<file path="config.mk">
export PLATFORM = sky130hd
export DESIGN_NAME = array_28_ctrl
export DESIGN_NICKNAME = d
export VERILOG_FILES = /design/src/rtl/array_28_ctrl.sv
export SDC_FILE = /design/constraint.sdc
export NUM_CORES = 1
export LEC_CHECK = 0
export BUFFER_PORTS_ARGS = -buffer_cell sky130_fd_sc_hd__buf_4
export CORE_MARGIN = 3
export CORE_UTILIZATION = 45
export DETAILED_ROUTE_END_ITERATION = 16
export PLACE_DENSITY = 0.88
export SLEW_MARGIN = 5
export SYNTH_ARGS = -nofsm -noshare
export SYNTH_HDL_FRONTEND = slang
export SYNTH_SLANG_ARGS = --single-unit
</file>
<file path="constraint.sdc">
create_clock -name clock -period 8.8 [get_ports clock]
set_clock_uncertainty 0.2 [all_clocks]
set_input_delay 0.44 -clock clock [delete_from_list [all_inputs] [get_ports clock]]
set_output_delay 0.44 -clock clock [all_outputs]
set_load 0.1 [all_outputs]
</file>
<file path="src/rtl/array_28_ctrl.sv">
// Request/response front end for a 1024x64 single-port SRAM (array_28_ext).
// Zero-fills the array after reset, then serves reads through a 2-entry credit-managed response FIFO.
module array_28_ctrl #(
  parameter bit INIT_EN = 1'b1
) (
  input  logic        clock,
  input  logic        reset_n,
  input  logic        req_valid,
  output logic        req_ready,
  input  logic        req_write,
  input  logic [9:0]  req_addr,
  input  logic [63:0] req_wdata,
  output logic        resp_valid,
  input  logic        resp_ready,
  output logic [63:0] resp_rdata,
  output logic        init_done,
  output logic [9:0]  RW0_addr,
  output logic        RW0_en,
  output logic        RW0_wmode,
  output logic [63:0] RW0_wdata,
  input  logic [63:0] RW0_rdata
);

  typedef enum logic [1:0] {BOOT, INIT, RUN} state_t;

  state_t      state_q, state_d;
  logic [9:0]  init_cnt;
  logic        inflight;
  logic [1:0]  occ;
  logic        wr_ptr, rd_ptr;
  logic [63:0] fifo_q [2];

  logic        run, req_acc, rd_acc, deq;
  logic [2:0]  credit;

  assign run        = (state_q == RUN);
  assign init_done  = run;
  assign resp_valid = (occ != 2'd0);
  assign resp_rdata = fifo_q[rd_ptr];
  assign deq        = resp_valid && resp_ready;

  // Slots committed after this edge: queued + in flight - leaving now.
  assign credit    = {1'b0, occ} + {2'b00, inflight} - {2'b00, deq};
  assign req_ready = run && (credit < 3'd2);
  assign req_acc   = req_valid && req_ready;
  assign rd_acc    = req_acc && !req_write;

  always_comb begin
    state_d = state_q;
    unique case (state_q)
      BOOT:    state_d = INIT_EN ? INIT : RUN;
      INIT:    if (init_cnt == 10'h3FF) state_d = RUN;
      RUN:     state_d = RUN;
      default: state_d = BOOT;
    endcase
  end

  always_comb begin
    RW0_en    = 1'b0;
    RW0_wmode = 1'b0;
    RW0_addr  = 10'd0;
    RW0_wdata = 64'd0;
    if (state_q == INIT) begin
      RW0_en    = 1'b1;
      RW0_wmode = 1'b1;
      RW0_addr  = init_cnt;
    end else if (run) begin
      RW0_en    = req_acc;
      RW0_wmode = req_write;
      RW0_addr  = req_addr;
      RW0_wdata = req_wdata;
    end
  end

  always_ff @(posedge clock or negedge reset_n) begin
    if (!reset_n) begin
      state_q  <= BOOT;
      init_cnt <= 10'd0;
      inflight <= 1'b0;
      occ      <= 2'd0;
      wr_ptr   <= 1'b0;
      rd_ptr   <= 1'b0;
    end else begin
      state_q <= state_d;
      if (state_q == INIT) init_cnt <= init_cnt + 10'd1;
      inflight <= rd_acc;
      if (inflight) wr_ptr <= ~wr_ptr;
      if (deq)      rd_ptr <= ~rd_ptr;
      occ <= occ + {1'b0, inflight} - {1'b0, deq};
    end
  end

  // SRAM data is only meaningful the cycle after a read enable, so capture is gated by inflight.
  always_ff @(posedge clock) begin
    if (inflight) fifo_q[wr_ptr] <= RW0_rdata;
  end

endmodule

</file>
==> run metrics, run 1 <==
pre-CTS worst setup slack=about 5.7 ns; starting DRC count in detailed routing=243; count of final hold-check violations=0; Worst slew margin=24.7%; kind of critical path=flop to primary output; area of the mapped netlist=5970 sq um; Switching Share=42.8%; met1 Resource Use GR=23.4%; relative contribution of the clock network to total power=27.5%; most congested layer reported by global routing=met2; data arrival time at the worst-slack endpoint=2.92 ns; register area share after synthesis=71.5%; Worst path most repeated cell=sky130_fd_sc_hd__ha_1; peak per-stage delay on the critical path=0.40 ns; remaining antenna violation count=0; post-route minimum period=3.56 ns; share of cell area taken by muxes after synthesis=12.6%; number of antenna violations at the first check in global routing=0; critical-path cell with the highest stage delay=sky130_fd_sc_hd__dfrtp_1; maximum number of pins on one net before global-route repair=75; sw power=0.00104 W; number of nets produced by synthesis=roughly 500; total negative slack for setup checks=0 ns; number of enable-type register cells in the synthesized netlist=128; average wire per standard cell=19.2 um; met3 layer usage reported by global route=6.53%; Setup crit end kind=primary output; worst vdd rail ir drop=between 0.0001 and 0.00015 V; Post-CTS Hold Fix Bufs=6; static leakage=3.81 nW; smallest setup slack after layout=roughly 5.2 ns; post_cts resized=0; total clock buffers created by CTS=17; clock-pin slew on the worst setup and hold paths=0.06 ns; DIE WIDTH=121 um; grt total ovfl=0; share of synthesized cell area in and, or, nand and nor gates=8.97%; number of setup buffers added after CTS=0; via count of the first global-routing pass=between 4000 and 5000; dominant combinational cell family by area after synthesis=multiplexers; run status=finished clean; required time of the critical path=8.16 ns; DP HPWL=approximately 12 mm; Reg-to-Reg Start=occ[1]; Max clock buf depth=2; fraction of met2 tracks used by global routing=37.6%; number of detailed-route iterations in the first pass=5; synth top area cells=sky130_fd_sc_hd__edfxtp_1, sky130_fd_sc_hd__mux2_2, sky130_fd_sc_hd__dfrtp_1; Mean Syn Cell Area=16.9 sq um; number of warnings printed during yosys synthesis=0; post-synthesis cell type with the largest combined area=sky130_fd_sc_hd__edfxtp_1; number of core rows=41; Via Count=a little over 4000; count of buffers inserted at the top-level ports=around 290; startpoint types=flop; crit path cell chain=or2_2 > and2_1 > ha_1 > inv_1 > ha_1 > fa_1 > xnor2_1 > nand4bb_1 > nand2b_1 > buf_4; flip-flop and latch count after synthesis=145; highest achievable clock rate=between 0.2 and 0.3 GHz; hold path start=RW0_rdata[7]; clock sink count=145; TritonCTS clock tree=yes; top-area cell type share of the netlist area=approximately 64%; Async S/R FF share, synth=11.7%; compound-gate portion of the synthesized area=1.80%; Gate Count Post-Synth=354; total DRC errors in the routed layout=0; starting utilization of the core area=46.7%; total power divided by cell area=270 nW/um^2; fraction of power consumed by sequential logic=31.2%; number of violations of the max-capacitance limit=0; worst slack on hold paths=0.0202 ns; number of nets in the layout=809; Cell Int Power=0.00139 W; clock network latency to the later pin of the worst-skew pair=about 0.40 ns; ratio of cells with drive above 1 in the final layout=58.6%; via density per instance=about 4.9; Util after Layout=70.5%; Post-Route WL=around 16 mm; I/O Pins=286; number of setup violations in the final report=0; setup repair after global routing missed its margin=no; final estimated routing congestion in global placement=0.950; maximum level of the CTS H-tree=4; crit path launch=occ[1]; Tcrit/Tclk final=40.5%; core region area=12800 sq um; wire length of the first global-routing pass=23.5 mm; height of the chip=121 um; Max Transition Viols Final=0; xor and xnor area share after synthesis=1.76%; critical path fanouts, max=3; combinational cell fraction of total power=41.2%; number of distinct library cell variants in the gate-level netlist after synthesis=26; All-Layer GR Usage=21.2%; synthesis-to-finish area growth=50.8%; path class of the lowest-slack min-delay path=input pin to flop; prevailing post-synth register cell=sky130_fd_sc_hd__edfxtp_1; total inserted antenna cells=0; actual transition at the worst max-transition pin=1.13 ns; library cell used as clock root buffer=sky130_fd_sc_hd__clkbuf_16; area of the die=14700 sq um; Synth Area in Adders=between 1.5 and 2%
[area by class of cell]
type | count | area [sq um]
multi-input cells | 186 | 1610
inverters | 6 | 22.5
clock inverters | 15 | 144
fillers | 875 | 3770
well taps | 172 | 215
repair buffers | 303 | 2310
flip-flops and latches | 145 | 4270
clock buffers | 17 | 425
[power by group through the flow]
stage / clock network (W) / registers [W] / logic, W
2_1_floorplan: 0 / 0.000774 / 0.000792
3_3_place_gp: 0 / 0.000774 / 0.000991
3_5_place_dp: 0 / 0.000775 / 0.000999
4_1_cts: 0.000683 / 0.000760 / 0.00100
5_1_grt: 0.000711 / 0.000760 / 0.00103
6_report: 0.000670 / 0.000760 / 0.00100
[cell usage after synthesis (4+ instances only)]
| master | count |
|---|---|
| sky130_fd_sc_hd__clkbuf_1 | 6 |
| sky130_fd_sc_hd__buf_2 | 10 |
| sky130_fd_sc_hd__edfxtp_1 | 128 |
| sky130_fd_sc_hd__ha_1 | 6 |
| sky130_fd_sc_hd__and2_1 | 66 |
| sky130_fd_sc_hd__mux2_2 | 67 |
| sky130_fd_sc_hd__inv_1 | 6 |
| sky130_fd_sc_hd__dfrtp_1 | 17 |
| sky130_fd_sc_hd__nand2_1 | 5 |
| sky130_fd_sc_hd__xnor2_1 | 4 |
| sky130_fd_sc_hd__a22o_1 | 10 |
| sky130_fd_sc_hd__xor2_1 | 8 |
[worst max-delay path: cells and delay by family (launching register included)]
family	cells	cell delay [ns]
buffers and inverters	2	0.33
AND/OR/NAND/NOR	4	0.79
flip-flops	1	0.40
adder cells (fa/ha/maj)	3	0.83
XOR/XNOR	1	0.15
[sequential cells by signal, summed over array words and instances, names as in the netlist]
| signal | cells |
|---|---|
| init_cnt | 10 |
| occ | 2 |
| wr_ptr | 1 |
| rd_ptr | 1 |
| inflight | 1 |
| state_q | 2 |
| fifo_q | 128 |
[cell usage in the layout (no fill, tap or decap), drive strengths merged]
| master | count |
|---|---|
| buf | 288 |
| edfxtp | 128 |
| mux2 | 67 |
| and2 | 66 |
| clkbuf | 17 |
| dfrtp | 17 |
| dlygate4sd3 | 15 |
| inv | 13 |
| a22o | 10 |
| xor2 | 8 |
| clkinv | 7 |
| ha | 6 |
| nand2 | 5 |
| xnor2 | 4 |
| nor2 | 3 |
| nand4 | 3 |
| nor3 | 3 |
| nor2b | 2 |
| nand3 | 2 |
| or2 | 1 |
| nor3b | 1 |
| nand4bb | 1 |
| a21o | 1 |
| nand2b | 1 |
| o31ai | 1 |
| fa | 1 |
| clkinvlp | 1 |
[kinds of logic (layout without fill, tap and decap cells)]
group                      count (synthesis)  in the layout
AOI/OAI and AO/OA                         12             12
adders and majority gates                  7              7
xor gates and xnor gates                  12             12
DFF                                      145            145
buffers and inverters                     23            341
muxes                                     67             67
and+or+nand+nor                           88             88
[final timing paths]
path / end / slack, ns / cells past startpoint
min reg2reg: init_cnt[9] / 0.31 / 1
max in group asynchronous: rd_ptr / 7.95 / 2
min: fifo_q[1][7] / 0.02 / 1
max reg2reg: inflight / 6.28 / 9
min in group asynchronous: init_cnt[0] / 0.25 / 2
max: RW0_en / 5.24 / 10
[through the flow]
step                power [W]  area [sq um]  cells
finish                0.00243          9000    844
floorplan             0.00157          5970    354
global route          0.00251          9000    844
CTS                   0.00245          8910    835
detailed placement    0.00177          8280    797
global placement      0.00176          8280    797
[per-layer routing]
metal | up-vias | routed length, um
met3 | 25 | 1340
li1 | 1906 | -
met1 | 1990 | 5900
met5 | - | 0
met2 | 202 | 8570
met4 | 0 | 399
Power figures use the tool's default switching activity.
==> run 2, diff against run 1 <==
--- a/config.mk
+++ b/config.mk
@@ -7,9 +7,9 @@
 export LEC_CHECK = 0
 export BUFFER_PORTS_ARGS = -buffer_cell sky130_fd_sc_hd__buf_4
 export CORE_MARGIN = 3
-export CORE_UTILIZATION = 45
+export CORE_UTILIZATION = 42
 export DETAILED_ROUTE_END_ITERATION = 16
-export PLACE_DENSITY = 0.88
+export PLACE_DENSITY = 0.87
 export SLEW_MARGIN = 5
 export SYNTH_ARGS = -nofsm -noshare
 export SYNTH_HDL_FRONTEND = slang
==> constraint.sdc (replaced) <==
create_clock -name clock -period 2.9 [get_ports clock]
set_clock_uncertainty 0.2 [all_clocks]
set_input_delay 0.145 -clock clock [delete_from_list [all_inputs] [get_ports clock]]
set_output_delay 0.145 -clock clock [all_outputs]
set_load 0.1 [all_outputs]
==> run metrics, run 2 (synthesis results as in run 1) <==
number of violations of the max-capacitance limit=0 (unchanged); actual transition at the worst max-transition pin=0.800 ns (-0.327 ns); Setup crit end kind=primary output; Regs by FF count=fifo_q x128, init_cnt x10; clock-pin slew on the worst setup and hold paths=0.06 ns (about the same); DIE WIDTH=125 um (+3.3%); library cell used as clock root buffer=sky130_fd_sc_hd__clkbuf_16; Worst slew margin=46.5% (+22 points); Util after Layout=72.2% (+1.8 points); Max Transition Viols Final=0 (unchanged); final estimated routing congestion in global placement=0.999 (+5.2%); maximum level of the CTS H-tree=4 (unchanged); ratio of cells with drive above 1 in the final layout=55.6% (-3.0 points); worst vdd rail ir drop=0.000429 V (+230%); highest achievable clock rate=0.333 GHz; core region area=13600 sq um (+6.1%); crit path cell chain=or2_4 > and2_4 > ha_4 > inv_2 > ha_4 > fa_2 > xnor2_2 > nand4bb_4 > nand2b_4 > buf_12; required time of the critical path=2.56 ns (-5.60 ns); Worst path most repeated cell=sky130_fd_sc_hd__ha_4; kind of critical path=flop to primary output; Post-Route WL=20.1 mm (+24%); startpoint types=flop; pre-CTS worst setup slack=0.0557 ns (-5.60 ns); critical path fanouts, max=2 (-1); static leakage=4.15 nW (+8.8%); total power divided by cell area=791 nW/um^2 (+190%); number of core rows=42 (+2.4%); cell area after placement=8400 sq um (+1.4%); Via Count=4473 (+8.5%); starting DRC count in detailed routing=276 (+14%); total instance count after detailed placement=808 (+1.4%); design area=9800 sq um (+8.8%); Max clock buf depth=2 (unchanged); peak per-stage delay on the critical path=0.37 ns (-0.03 ns); critical-path cell with the highest stage delay=sky130_fd_sc_hd__dfrtp_1; I/O Pins=286 (unchanged); number of detailed-route iterations in the first pass=4 (-1); most common cell after layout, fill and taps aside=sky130_fd_sc_hd__buf_4; DP HPWL=13.4 mm (+13%); top library cells by usage in the layout, fill and taps aside=sky130_fd_sc_hd__buf_4, sky130_fd_sc_hd__edfxtp_1, sky130_fd_sc_hd__dlygate4sd3_1, sky130_fd_sc_hd__mux2_2, sky130_fd_sc_hd__and2_1; post-route minimum period=3.00 ns; clock network latency to the later pin of the worst-skew pair=0.40 ns (about the same); number of setup violations in the final report=2 (+2); count of final hold-check violations=0 (unchanged); total DRC errors in the routed layout=0 (unchanged); All-Layer GR Usage=25.0% (+3.9 points); total clock buffers created by CTS=17 (unchanged); area of the die=15700 sq um (+6.8%); largest register by flop count=fifo_q; data arrival time at the worst-slack endpoint=2.66 ns (-0.26 ns); grt total ovfl=0 (unchanged); number of antenna violations at the first check in global routing=2 (+2); TritonCTS clock tree=yes; setup repair after global routing missed its margin=yes; violated checks=setup timing; Non-Filler Instances=915 (+8.4%); height of the chip=125 um (+3.3%); via density per instance=4.89 (about the same); number of nets in the layout=874 (+8.0%); Tcrit/Tclk final=104%; maximum number of pins on one net before global-route repair=65 (-13%); smallest setup slack after layout=-0.103 ns (-5.34 ns); path class of the lowest-slack min-delay path=input pin to flop; total negative slack for setup checks=-0.174 ns (-0.174 ns); count of buffers inserted at the top-level ports=285 (unchanged); via count of the first global-routing pass=4746 (+7.6%); wire length of the first global-routing pass=29.3 mm (+24%); starting utilization of the core area=44.0% (-2.7 points); remaining antenna violation count=0 (unchanged); flip-flop count of the largest register, all copies and words added=128 (unchanged); synthesis-to-finish area growth=64.1%; average wire per standard cell=22.0 um (+14%); clock sink count=145 (unchanged); run status=finished with violations
[run 2: what timing repair did]
item / CTS / global route
hold buffers: 69 / 0
endpoints found under the setup margin: 2 / 2
setup buffers: 2 / 2
hold endpoints to repair: 147 / 0
gates resized for setup: 10 / 6
pin swaps: 6 / 2
[run 2: final timing paths]
kind	startpoint	slack, ns	end	depth (start not counted)
max in group asynchronous	reset_n	1.20	rd_ptr	3
min in group asynchronous	reset_n	0.75	state_q[0]	3
max	occ[1]	-0.10	RW0_en	10
min reg2reg	init_cnt[8]	0.30	init_cnt[8]	1
max reg2reg	occ[1]	0.52	inflight	9
min	RW0_rdata[62]	0.26	fifo_q[1][62]	2
[run 2: critical path: cells and delay by family (launching register included)]
family	cells	cell delay [ns]
xor gates and xnor gates	1	0.17
DFF	1	0.37
and+or+nand+nor	4	0.73
buffers and inverters	2	0.21
adders and majority gates	3	0.77
[run 2: power by group]
group	switching, W	internal, W
Sequential	0.0000167	0.00230
Clock	0.000810	0.00130
Combinational	0.00235	0.000978
Total	0.00317	0.00458
[run 2: metrics by stage]
| stage | hold WS, ns | total power (W) |
|---|---|---|
| global route | 0.258 | 0.00798 |
| detailed placement | -0.174 | 0.00544 |
| global placement | -0.183 | 0.00541 |
| CTS | 0.250 | 0.00768 |
| floorplan | -0.351 | 0.00476 |
| finish | 0.263 | 0.00775 |
[run 2: routing by layer]
layer	track usage, %	share of wire (%)
met5	0	0
met4	7.46	2.0
met3	9.08	8.4
met2	44.9	54
met1	27.9	36
[run 2: area by class of cell]
class / count / area (sq um)
timing repair buffer: 368 / 3000
tap: 176 / 220
multi-input combinational: 186 / 1690
inverter: 6 / 22.5
clock buffer: 27 / 547
fill: 829 / 3760
sequential: 145 / 4270
antenna: 2 / 5.00
clock inverter: 5 / 37.5
==> run 3, diff against run 2 <==
--- a/config.mk
+++ b/config.mk
@@ -9,7 +9,8 @@
 export CORE_MARGIN = 3
 export CORE_UTILIZATION = 42
 export DETAILED_ROUTE_END_ITERATION = 16
-export PLACE_DENSITY = 0.87
+export PLACE_DENSITY = 0.77
+export SKIP_LAST_GASP = 1
 export SLEW_MARGIN = 5
 export SYNTH_ARGS = -nofsm -noshare
 export SYNTH_HDL_FRONTEND = slang
==> run metrics, run 3 (synthesis results as in run 1) <==
run status=finished with violations; violated checks=setup timing; final estimated routing congestion in global placement=0.928 (-7.2%); critical path fanouts, max=3 (+1); critical-path cell with the highest stage delay=sky130_fd_sc_hd__fa_2; maximum number of pins on one net before global-route repair=75 (+15%); total DRC errors in the routed layout=0 (unchanged); cell area after placement=8370 sq um (-0.33%); flip-flop count of the largest register, all copies and words added=128 (unchanged); number of setup violations in the final report=2 (unchanged); largest register by flop count=fifo_q; actual transition at the worst max-transition pin=0.799 ns (-0.00106 ns); Post-Route WL=16.5 mm (-18%); total inserted antenna cells=0 (-2); FILL cells=886 (+6.9%); clock-pin slew on the worst setup and hold paths=0.06 ns (about the same); starting DRC count in detailed routing=215 (-22%); total clock buffers created by CTS=17 (unchanged); clock network latency to the later pin of the worst-skew pair=0.41 ns (about the same); worst vdd rail ir drop=0.000402 V (-6.5%); number of cell instances on the worst register-to-register path=9 (unchanged); count of buffers inserted at the top-level ports=285 (unchanged); DIE WIDTH=125 um (unchanged); total power divided by cell area=775 nW/um^2 (-2.1%); startpoint types=flop; via density per instance=4.73 (-3.2%); TritonCTS clock tree=yes; Max clock buf depth=2 (unchanged); path class of the lowest-slack min-delay path=input pin to flop; Regs by FF count=fifo_q x128, init_cnt x10; post-route minimum period=2.95 ns (-0.0486 ns); worst-case register-to-register setup slack=0.02 ns (-0.50 ns); Worst path most repeated cell=sky130_fd_sc_hd__ha_4; area of the die=15700 sq um (unchanged); smallest setup slack after layout=-0.0543 ns (+0.0486 ns); number of nets in the layout=871 (-0.34%); Setup crit end kind=primary output; grt total ovfl=0 (unchanged); maximum level of the CTS H-tree=4 (unchanged); design area=9680 sq um (-1.2%); starting utilization of the core area=44.0% (unchanged); via count of the first global-routing pass=4734 (-0.25%); most common cell after layout, fill and taps aside=sky130_fd_sc_hd__buf_4; ratio of cells with drive above 1 in the final layout=55.2% (-0.44 points); peak per-stage delay on the critical path=0.45 ns (+0.08 ns); number of detailed-route iterations in the first pass=4 (unchanged); number of antenna violations at the first check in global routing=0 (-2); top library cells by usage in the layout, fill and taps aside=sky130_fd_sc_hd__buf_4, sky130_fd_sc_hd__edfxtp_1, sky130_fd_sc_hd__dlygate4sd3_1, sky130_fd_sc_hd__mux2_2, sky130_fd_sc_hd__and2_1; data arrival time at the worst-slack endpoint=2.61 ns (-0.05 ns); crit path cell chain=or2_4 > and2_4 > ha_4 > inv_2 > ha_4 > fa_2 > nand4bb_4 > nand2b_4 > buf_12; library cell used as clock root buffer=sky130_fd_sc_hd__clkbuf_16; setup repair after global routing missed its margin=yes; total negative slack for setup checks=-0.0808 ns (+0.0929 ns); height of the chip=125 um (unchanged); number of core rows=42 (unchanged); number of violations of the max-capacitance limit=0 (unchanged); static leakage=4.09 nW (-1.3%); clock sink count=145 (unchanged); pre-CTS worst setup slack=0.0718 ns (+0.0160 ns); kind of critical path=flop to primary output; Worst slew margin=46.6% (+0.071 points); required time of the critical path=2.56 ns (about the same); average wire per standard cell=18.1 um (-17%); I/O Pins=286 (unchanged); Util after Layout=71.4% (-0.89 points); count of final hold-check violations=0 (unchanged); DP HPWL=11.2 mm (-16%); highest achievable clock rate=0.338 GHz (+1.6%); core region area=13600 sq um (unchanged); Tcrit/Tclk final=102% (-1.7 points); synthesis-to-finish area growth=62.1%; wire length of the first global-routing pass=25.2 mm (-14%); Via Count=4298 (-3.9%); Max Transition Viols Final=0 (unchanged); remaining antenna violation count=0 (unchanged); number of cells on the worst hold path=2 (unchanged); All-Layer GR Usage=20.7% (-4.3 points)
[run 3: final timing paths]
check                              startpoint            end
worst min-delay path            RW0_rdata[56]  fifo_q[0][56]
worst min register to register    init_cnt[8]    init_cnt[8]
worst max register to register         occ[1]       inflight
max in group asynchronous             reset_n         rd_ptr
worst max-delay path                   occ[1]         RW0_en
min in group asynchronous             reset_n       inflight
[run 3: cell type report]
type	instances	area, sq um	share of cell area, %
clock inverter	12	93.8	0.970
multi-input combinational	186	1690	17.4
inverter	6	22.5	0.233
clock buffer	18	429	4.44
sequential	145	4270	44.1
tap	176	220	2.28
timing repair buffer	365	2950	30.5
[run 3: stage by stage]
| step | cells | total power, W | hold WS (ns) |
|---|---|---|---|
| after floorplan | 354 | 0.00476 | -0.351 |
| after global placement | 806 | 0.00539 | -0.176 |
| after detailed placement | 806 | 0.00541 | -0.174 |
| after CTS | 907 | 0.00752 | 0.243 |
| after global routing | 908 | 0.00774 | 0.249 |
| final | 908 | 0.00749 | 0.259 |
[run 3: metal layers]
metal	track usage (%)	vias to the layer above	wire length, um
met1	23.7	2046	6320
met4	6.95	0	311
met5	0	-	0
met2	36.6	198	8530
li1	-	2031	-
met3	7.04	23	1310
[run 3: repair_timing]
action | CTS | global route
gates resized for setup | 12 | 0
endpoints found under the setup margin | 2 | 3
hold buffers | 69 | 0
buffers inserted | 2 | 1
endpoints found under the hold margin | 147 | 0
pin swaps | 6 | 2
[run 3: power by group]
| group | internal [W] | switching, W |
|---|---|---|
| sequential | 0.00230 | 0.0000112 |
| clock | 0.00116 | 0.000779 |
| combinational | 0.000931 | 0.00232 |
| total | 0.00438 | 0.00311 |
[run 3: worst max-delay path, delay by kind of cell (launching register included)]
family | cells | cell delay [ns]
AND/OR/NAND/NOR | 4 | 0.77
buffers and inverters | 2 | 0.21
flip-flops | 1 | 0.37
adder cells (fa/ha/maj) | 3 | 0.86
